===== src/rtl/bram_read_to_uart_if.sv =====
// BRAM read port between the UART sender (master) and the memory (slave).
interface bram_read_to_uart_if #(
    parameter int ADDR_WIDTH = 10
);
    logic [ADDR_WIDTH-1:0] bram_addr;
    logic                  bram_en;
    logic [7:0]            bram_dout;

    modport master (
        output bram_addr,
        output bram_en,
        input  bram_dout
    );

    modport slave (
        input  bram_addr,
        input  bram_en,
        output bram_dout
    );
endinterface


===== src/rtl/bram_read_to_uart.sv =====
// Reads a run of bytes from BRAM and sends each one as a UART 8N1 frame.
//
// state     | meaning
// ----------+------------------------------------------------------
// IDLE      | waiting for write_to_uart_enable
// RD_REQ    | bram_en=1 for one cycle at the current address
// RD_WAIT   | BRAM latency cycle, bram_dout captured at its end
// START_BIT | TX=0 for CLKS_PER_BIT cycles
// DATA_BITS | 8 data bits, LSB first, CLKS_PER_BIT cycles each
// STOP_BIT  | TX=1 for CLKS_PER_BIT cycles, then next byte or DONE
// DONE      | one-cycle send_complete, back to IDLE
module bram_read_to_uart #(
    parameter int CLKS_PER_BIT = 868,
    parameter int ADDR_WIDTH   = 10
) (
    input  logic                 CLK,
    input  logic                 RST_N,
    input  logic                 write_to_uart_enable,
    input  logic [31:0]          read_addr,
    input  logic [3:0]           bytes_to_send,
    bram_read_to_uart_if.master  bram,
    output logic                 TX,
    output logic                 busy,
    output logic                 send_complete
);

    typedef enum logic [2:0] {
        IDLE, RD_REQ, RD_WAIT, START_BIT, DATA_BITS, STOP_BIT, DONE
    } state_t;

    localparam logic [15:0] BIT_LOAD = 16'(CLKS_PER_BIT - 1);

    state_t                r_state, w_state_n;
    logic [15:0]           r_bit_cnt, w_bit_cnt_n;
    logic [2:0]            r_bit_idx, w_bit_idx_n;
    logic [7:0]            r_shift, w_shift_n;
    logic [3:0]            r_remain, w_remain_n;
    logic [ADDR_WIDTH-1:0] r_addr, w_addr_n;
    logic                  r_tx, w_tx_n;
    logic                  r_rst_ok;
    logic                  w_unused_addr_bits;

    assign w_unused_addr_bits = ^read_addr[31:ADDR_WIDTH];

    // State and datapath registers; reset clears everything, even mid-frame.
    always_ff @(posedge CLK or negedge RST_N) begin
        if (!RST_N) begin
            r_state   <= IDLE;
            r_bit_cnt <= '0;
            r_bit_idx <= '0;
            r_shift   <= '0;
            r_remain  <= '0;
            r_addr    <= '0;
            r_tx      <= 1'b1;
            r_rst_ok  <= 1'b0;
        end else begin
            r_state   <= w_state_n;
            r_bit_cnt <= w_bit_cnt_n;
            r_bit_idx <= w_bit_idx_n;
            r_shift   <= w_shift_n;
            r_remain  <= w_remain_n;
            r_addr    <= w_addr_n;
            r_tx      <= w_tx_n;
            r_rst_ok  <= 1'b1;
        end
    end

    // Next-state and datapath logic; TX is derived from the next state so the
    // registered line lines up with the state it belongs to.
    always_comb begin
        w_state_n   = r_state;
        w_bit_cnt_n = r_bit_cnt;
        w_bit_idx_n = r_bit_idx;
        w_shift_n   = r_shift;
        w_remain_n  = r_remain;
        w_addr_n    = r_addr;
        w_tx_n      = 1'b1;

        case (r_state)
            IDLE: begin
                // r_rst_ok blocks a start on the first edge after reset release
                if (write_to_uart_enable && r_rst_ok) begin
                    w_addr_n   = read_addr[ADDR_WIDTH-1:0];
                    w_remain_n = bytes_to_send;
                    w_state_n  = (bytes_to_send == 4'd0) ? DONE : RD_REQ;
                end
            end
            RD_REQ: begin
                w_state_n = RD_WAIT;
            end
            RD_WAIT: begin
                w_shift_n   = bram.bram_dout;
                w_bit_cnt_n = BIT_LOAD;
                w_state_n   = START_BIT;
            end
            START_BIT: begin
                if (r_bit_cnt == 16'd0) begin
                    w_bit_cnt_n = BIT_LOAD;
                    w_bit_idx_n = 3'd0;
                    w_state_n   = DATA_BITS;
                end else begin
                    w_bit_cnt_n = r_bit_cnt - 16'd1;
                end
            end
            DATA_BITS: begin
                if (r_bit_cnt == 16'd0) begin
                    w_bit_cnt_n = BIT_LOAD;
                    if (r_bit_idx == 3'd7) begin
                        w_state_n = STOP_BIT;
                    end else begin
                        w_bit_idx_n = r_bit_idx + 3'd1;
                    end
                end else begin
                    w_bit_cnt_n = r_bit_cnt - 16'd1;
                end
            end
            STOP_BIT: begin
                if (r_bit_cnt == 16'd0) begin
                    w_remain_n = r_remain - 4'd1;
                    w_addr_n   = r_addr + ADDR_WIDTH'(1);
                    w_state_n  = (r_remain == 4'd1) ? DONE : RD_REQ;
                end else begin
                    w_bit_cnt_n = r_bit_cnt - 16'd1;
                end
            end
            DONE: begin
                w_state_n = IDLE;
            end
            default: begin
                w_state_n = IDLE;
            end
        endcase

        if (w_state_n == START_BIT) begin
            w_tx_n = 1'b0;
        end else if (w_state_n == DATA_BITS) begin
            w_tx_n = w_shift_n[w_bit_idx_n];
        end
    end

    assign TX             = r_tx;
    assign busy           = (r_state != IDLE) && (r_state != DONE);
    assign send_complete  = (r_state == DONE);
    assign bram.bram_en   = (r_state == RD_REQ);
    assign bram.bram_addr = r_addr;

endmodule


===== src/flat_wrapper.sv =====
// flat-port wrapper written by rule: the top's interface ports become plain ports
module bram_read_to_uart_flat 
#(
    parameter int CLKS_PER_BIT = 868,
    parameter int ADDR_WIDTH   = 10
)
  (CLK, RST_N, write_to_uart_enable, read_addr, bytes_to_send, TX, busy, send_complete, bram_bram_addr, bram_bram_en, bram_bram_dout);
  bram_read_to_uart_if #(.ADDR_WIDTH(ADDR_WIDTH)) bram_i ();
  input  logic CLK;
  input  logic RST_N;
  input  logic write_to_uart_enable;
  input  logic [31:0] read_addr;
  input  logic [3:0] bytes_to_send;
  output logic TX;
  output logic busy;
  output logic send_complete;
  output wire logic [$bits(bram_i.bram_addr)-1:0] bram_bram_addr;
  output wire logic [$bits(bram_i.bram_en)-1:0] bram_bram_en;
  input wire logic [$bits(bram_i.bram_dout)-1:0] bram_bram_dout;
  assign bram_bram_addr = bram_i.bram_addr;
  assign bram_bram_en = bram_i.bram_en;
  assign bram_i.bram_dout = bram_bram_dout;
  bram_read_to_uart #(.CLKS_PER_BIT(CLKS_PER_BIT), .ADDR_WIDTH(ADDR_WIDTH)) u_core (.CLK(CLK), .RST_N(RST_N), .write_to_uart_enable(write_to_uart_enable), .read_addr(read_addr), .bytes_to_send(bytes_to_send), .bram(bram_i), .TX(TX), .busy(busy), .send_complete(send_complete));
endmodule

===== config.mk =====
export PLATFORM = sky130hd
export DESIGN_NAME = bram_read_to_uart_flat
export DESIGN_NICKNAME = d
export VERILOG_FILES = /design/src/rtl/bram_read_to_uart_if.sv /design/src/rtl/bram_read_to_uart.sv /design/src/flat_wrapper.sv
export SDC_FILE = /design/constraint.sdc
export NUM_CORES = 1
export LEC_CHECK = 0
export BUFFER_PORTS_ARGS = -buffer_cell sky130_fd_sc_hd__buf_2
export CELL_PAD_IN_SITES_DETAIL_PLACEMENT = 1
export CELL_PAD_IN_SITES_GLOBAL_PLACEMENT = 1
export CORE_ASPECT_RATIO = 1.2
export CORE_MARGIN = 10
export CORE_UTILIZATION = 43
export CTS_CLUSTER_SIZE = 25
export DETAILED_ROUTE_END_ITERATION = 6
export GPL_TIMING_DRIVEN = 1
export HOLD_SLACK_MARGIN = 0.05
export PLACE_DENSITY_LB_ADDON = 0.12
export SLEW_MARGIN = 20
export SYNTH_ARGS = -nofsm -noshare
export SYNTH_HDL_FRONTEND = slang
export SYNTH_SLANG_ARGS = --single-unit

===== constraint.sdc =====
create_clock -name CLK -period 5.3 [get_ports CLK]
set_input_delay 0.795 -clock CLK [delete_from_list [all_inputs] [get_ports CLK]]
set_output_delay 0.795 -clock CLK [all_outputs]
set_load 0.02 [all_outputs]

Yosys cells after proc, flatten, opt, wreduce, memory -nomap -nowiden
Index checks and enable logic that the tools add are counted.
{"block": "totals", "regBits": 46, "latch_bits": 0, "ramBits": 0, "romBits": 0, "input_bits": 47, "out_inout_bits": 14, "wordCells": 64, "n_memories": 0}
{"block": "op_classes", "addsub": 4, "mul": 0, "div_mod_pow": 0, "magnitude_cmp": 1, "eq_ne": 14, "n_shift": 0, "n_mux": 26, "bitwise": 0, "n_reduce_logical": 11}
{"operator": "16-bit one-hot mux with 3 select lines", "n": 1}
{"operator": "16-bit 2-to-1 mux", "n": 2}
{"operator": "3-bit 2-to-1 mux", "n": 10}
{"operator": "10-bit 2-to-1 mux", "n": 2}
{"operator": "10-bit one-hot mux with 2 select lines", "n": 1}
{"operator": "3-bit one-hot mux with 6 select lines", "n": 1}
{"operator": "16-bit zero test", "n": 1}
{"operator": "16-bit by 1-bit subtractor with 16-bit output (second input constant)", "n": 1}
{"operator": "3-bit == test (second input constant)", "n": 5}
{"operator": "10-bit by 1-bit adder with 10-bit output (second input constant)", "n": 1}
{"operator": "3-bit by 2-bit == test with 1-bit output (second input constant)", "n": 3}
{"operator": "4-bit 2-to-1 mux", "n": 2}
{"operator": "8-bit 2-to-1 mux", "n": 1}
{"operator": "4-bit one-hot mux with 2 select lines", "n": 1}
{"operator": "3-bit one-hot mux with 2 select lines", "n": 1}
{"operator": "3-bit nonzero test", "n": 2}
{"operator": "4-bit by 1-bit == test with 1-bit output (second input constant)", "n": 1}
{"operator": "4-bit zero test", "n": 1}
{"operator": "3-bit by 4-bit less-than comparator with 1-bit output (second input constant)", "n": 1}
{"operator": "2-bit by 1-bit != test with 1-bit output (second input constant)", "n": 2}
{"operator": "4-bit by 1-bit subtractor with 4-bit output (second input constant)", "n": 1}
{"operator": "3-bit by 1-bit adder with 3-bit output (second input constant)", "n": 1}
{"operator": "1-bit binary-select mux with 3-bit select", "n": 1}
{"operator": "3-bit by 1-bit == test with 1-bit output (second input constant)", "n": 1}
{"operator": "9 further kinds", "n": 12}

Depth between registers and ports, before layout
{"block": "depth", "word_depth": 8, "mapped_depth": 12, "mapped_depth_nobuf": 10}

Worst setup path before layout
Ideal clock, no wire load.
{"block": "synth_path", "path_type": "reg2reg", "start": "register u_core.r_bit_cnt[0]", "end": "register u_core.r_bit_cnt[11]", "setup_ns": 0.078, "arrival_time_ns": 2.470, "required_ns": 5.222, "path_slack_ns": 2.753, "stages_incl_launch_ff": 12, "n_path_buf": 2, "synth_period_minus_slack_ns": 2.547, "path_cell_list": "dfrtp_1 > inv_1 > ha_1 > nor4b_1 > and4b_1 > buf_6 > a211oi_4 > o211ai_2 > or4_1 > clkbuf_2 > or3_1 > a21oi_1"}
{"block": "synth_between", "elab_chain_len": 3, "word_cells_on_any_way": 7, "cone_classes": "add/sub (1); eq/ne (1); mux (3); reduce/logical (2)"}
{"item": "start: declaration", "line_no": "bram_read_to_uart.sv:34", "text": "logic [15:0] r_bit_cnt, w_bit_cnt_n;"}
{"item": "start signal: assignment", "line_no": "bram_read_to_uart.sv:58", "text": "r_bit_cnt <= w_bit_cnt_n;"}
{"item": "16-bit by 1-bit subtractor with 16-bit output or 16-bit zero test (tied branches)"}
{"item": "16-bit 2-to-1 mux (tied with other cells)", "line_no": "bram_read_to_uart.sv:118", "text": "if (r_bit_cnt == 16'd0) begin"}
{"item": "16-bit one-hot mux with 3 select lines or 2-bit AND reduction (tied branches)"}
Several ways; a longest one is shown, not always the timed one. The select of a mux whose other input is x is not followed.
A chain may end at the register's enable or synchronous reset.

Worst setup path after layout
{"block": "layout_path", "start": "register u_core.r_bit_cnt[0]", "end": "register u_core.r_remain[1]"}
{"block": "layout_between", "elab_chain_len": 3}
{"item": "16-bit zero test", "line_no": "bram_read_to_uart.sv:118"}
{"item": "2-bit by 1-bit != test with 1-bit output (no line)"}
{"item": "3-bit AND reduction (no line)"}
{"item": "end signal: assignment", "line_no": "bram_read_to_uart.sv:61", "text": "r_remain <= w_remain_n;"}
{"item": "end: declaration", "line_no": "bram_read_to_uart.sv:37", "text": "logic [3:0] r_remain, w_remain_n;"}
Every way passes these cells.

==> flow_metrics.py <==
metrics = {
    "critical_path": {
        "cp_max_fo": 16,
        "r2r-end": "u_core.r_remain[1]",
        "end_kind": "register",
        "r2r-start": "u_core.r_bit_cnt[0]",
        "path_cells": "inv_1 -> ha_1 -> nor4b_1 -> and4b_1 -> and2_2 -> a21oi_1 -> nor2_2 -> o211ai_1 -> o21ai_0",
        "arrival_ps": 3320,
        "crit_required_ps": 5520,
        "r2r_cells": 9,
        "r2r_slack_ps": 2200,
        "start_kind": "register",
        "slowest_delay_ps": 690,
        "crit_path_top_delay_cell": "and4b_1",
        "worst-setup-path-type": "reg2reg",
    },
    "floorplan": {
        "coreArea_sq_um": 6050,
        "die_h_um": 106,
        "initial_core_util_pct": 44.1,
        "rows": 31,
        "die_area_sq_um": 9770,
        "ioPinCount": 61,
        "die_x_um": 91.9,
    },
    "routing": {
        "antenna_left": 0,
        "drc_errors": 0,
        "wl_mm": 6.63,
        "drtIter0Drc": 107,
        "vias": 2364,
        "avgViaCountPerCell": 5.67,
        "firstDrtPassIters": 4,
        "wl_per_cell_um": 15.9,
    },
    "cts": {
        "max-clock-path-buffers": 2,
        "cts_hold_buf": 0,
        "worst_skew_pair.late_latency_ps": 300,
        "numCtsBuffers": 5,
        "postCtsSetupBuffers": 0,
        "cts_resized": 0,
        "h-tree-depth": 2,
        "cts_root_buf": "clkbuf_8",
        "cts_tree": "done",
        "clkSinkCount": 46,
        "path_clk_slew_ps": 90,
    },
    "timing": {
        "setup_tns_ps": 0,
        "clock.fmax_mhz": 323,
        "setup_viol": 0,
        "period_share_pct": 58.5,
        "worst_pin_slew_ps": 749,
        "post-route-min-period_ps": 3100,
        "report.final.slew_viol_count": 0,
        "rsz0062_at_grt": "no",
        "layout_setup_ws_ps": 2200,
        "finalHoldViolCount": 0,
        "max_slew_margin_pct": 49.9,
        "clock_skew_ps": 6.53,
    },
    "pwr": {
        "power_leakage_nw": 1.32,
        "powerDensity_nw_per_um2": 210,
        "ir_drop_mv": 0.102,
    },
    "logic_synthesis": {
        "syn_area_sq_um": 2670,
        "avgSynthCellArea_sq_um": 8.78,
        "synth.distinct_cells": 54,
        "syn_inst": 304,
        "ys_warn_count": 0,
        "synth_ff_type": "dfrtp_1",
        "synth-seq-cells": 46,
        "syn_nets": 356,
        "ys_seq_area_share_pct": 43.2,
        "ys_async_sr_fraction_pct": 100,
        "synth_edf_count": 0,
    },
    "placed_design": {
        "dpl_cell_area_sq_um": 2890,
        "dp_hpwl_mm": 4.82,
        "preCtsSetupSlack_ps": 1920,
        "gp_congestion": 0.819,
        "port_buffers": 38,
    },
    "global_routing": {
        "antenna_found_initial": 0,
        "grt_pass1_wl_mm": 11.4,
        "grt_max_degree": 47,
        "grt_util_all_layers_pct": 13.6,
        "grt_pass1_vias": 2461,
        "overflow": 0,
    },
    "run_status": {
        "outcome": "finished clean",
    },
    "layout": {
        "fillCellCount": 756,
        "antenna_cells": 0,
        "nets": 386,
        "final_area_sq_um": 3010,
        "syn2layout_area_growth_pct": 12.6,
        "seqCellArea_sq_um": 1150,
        "multiInputGateArea_sq_um": 1410,
        "layout-drive-gt1-share_pct": 20.3,
    },
    "flow_run": {
        "maxCapViolations": 0,
    },
    "min_path": {
        "hold_path.class": "in2async",
    },
}
## report_power, final
part	switching (mW)	total [mW]	internal, mW
combinational	0.0146	0.0268	0.0123
sequential	0.000799	0.355	0.354
clock	0.118	0.250	0.132
total	0.134	0.632	0.498
## stage by stage
stage / hold WS, ps / total power, mW / util, % / std cells
detailed placement: 492 / 0.389 / 47.8 / 409
finish: 502 / 0.632 / 49.7 / 417
CTS: 513 / 0.642 / 49.6 / 417
global placement: 486 / 0.389 / 47.8 / 409
floorplan: 473 / 0.371 / - / 304
global route: 518 / 0.655 / 49.7 / 417
## cell usage after synthesis (2+ instances only)
cell	instances	share of area [%]
nor3_1	11	2.1
or2_2	3	0.70
clkbuf_1	8	1.1
a31oi_1	6	1.4
and3_1	6	1.4
o221ai_1	7	2.3
o22ai_1	7	1.6
a211o_1	2	0.66
o211ai_1	2	0.56
nand2_1	30	4.2
o21a_1	2	0.56
a21o_1	3	0.84
nand3_1	12	2.2
nor3b_1	2	0.56
buf_2	3	0.56
o21ai_0	27	5.1
mux2_2	9	3.8
ha_1	5	2.3
inv_1	10	1.4
a21oi_1	30	5.6
nand2b_1	3	0.70
or3_1	6	1.4
dfrtp_1	45	42
or4_1	3	0.84
xor2_1	3	0.98
nor2_1	29	4.1
xnor2_1	3	0.98
## state kept, by name (all words and copies together), names as in the netlist
name and cells:
u_core.bram.bram_addr 10, u_core.r_remain 4, u_core.r_bit_cnt 16, u_core.r_state 3, u_core.r_rst_ok 1, u_core.r_shift 8, u_core.TX 1, u_core.r_bit_idx 3
## cell usage in the layout, fill, tap and decap left out, drive strengths merged, types with 6 or more instances in the layout
| master | instances |
|---|---|
| or3 | 6 |
| o221ai | 7 |
| and3 | 6 |
| buf | 38 |
| dfrtp | 45 |
| nor2 | 29 |
| nand2 | 30 |
| clkbuf | 8 |
| a31oi | 6 |
| inv | 10 |
| o21ai | 27 |
| o22ai | 7 |
| nor3 | 12 |
| mux2 | 9 |
| a21oi | 30 |
| nand3 | 12 |
## critical path: cells and delay by family, from the launching register on
kind	cells	cell delay [ps]
adder cells (fa/ha/maj)	1	230
buffers and inverters	1	70
AO/OA/AOI/OAI	3	370
AND/OR/NAND/NOR	4	1910
flip-flops	1	430
## area by class of cell
| type | count | area share, % |
|---|---|---|
| Inverter | 10 | 1.25 |
| Sequential cell | 46 | 38.3 |
| Clock buffer | 8 | 3.66 |
| Timing Repair Buffer | 38 | 6.41 |
| Multi-Input combinational cell | 233 | 46.9 |
| Tap cell | 82 | 3.41 |
## routing by layer
metal,up-vias,global-route usage [%],wire (um)
met5,-,0,0
met4,0,3.86,77
met3,7,2.89,204
met2,33,23.5,3240
met1,1158,16.6,3110
li1,1166,-,-
## worst max-delay path by stage
stage	startpoint	endpoint	slack [ps]
6_report	u_core.r_bit_cnt[0]	u_core.r_remain[1]	2200
5_1_grt	u_core.r_bit_cnt[0]	u_core.bram.bram_addr[6]	1840
4_1_cts	u_core.r_bit_cnt[0]	u_core.r_remain[1]	1880
3_5_place_dp	u_core.r_bit_cnt[0]	u_core.r_remain[1]	1920
3_3_place_gp	u_core.r_bit_cnt[0]	u_core.r_remain[1]	1990
2_1_floorplan	u_core.r_bit_cnt[0]	u_core.r_bit_cnt[11]	2750
## cell families (layout without fill, tap and decap cells)
family	count (synthesis)	in the layout	share of synthesized area (%)
buffers and inverters	25	56	4.12
multiplexers	9	9	3.80
other	1	1	0.140
XOR/XNOR	6	6	1.97
adder cells (fa/ha/maj)	5	5	2.34
flip-flops	46	46	43.2
AO/OA/AOI/OAI	96	96	22.5
AND/OR/NAND/NOR	116	116	22.0
(Power assumes the default switching activity.)
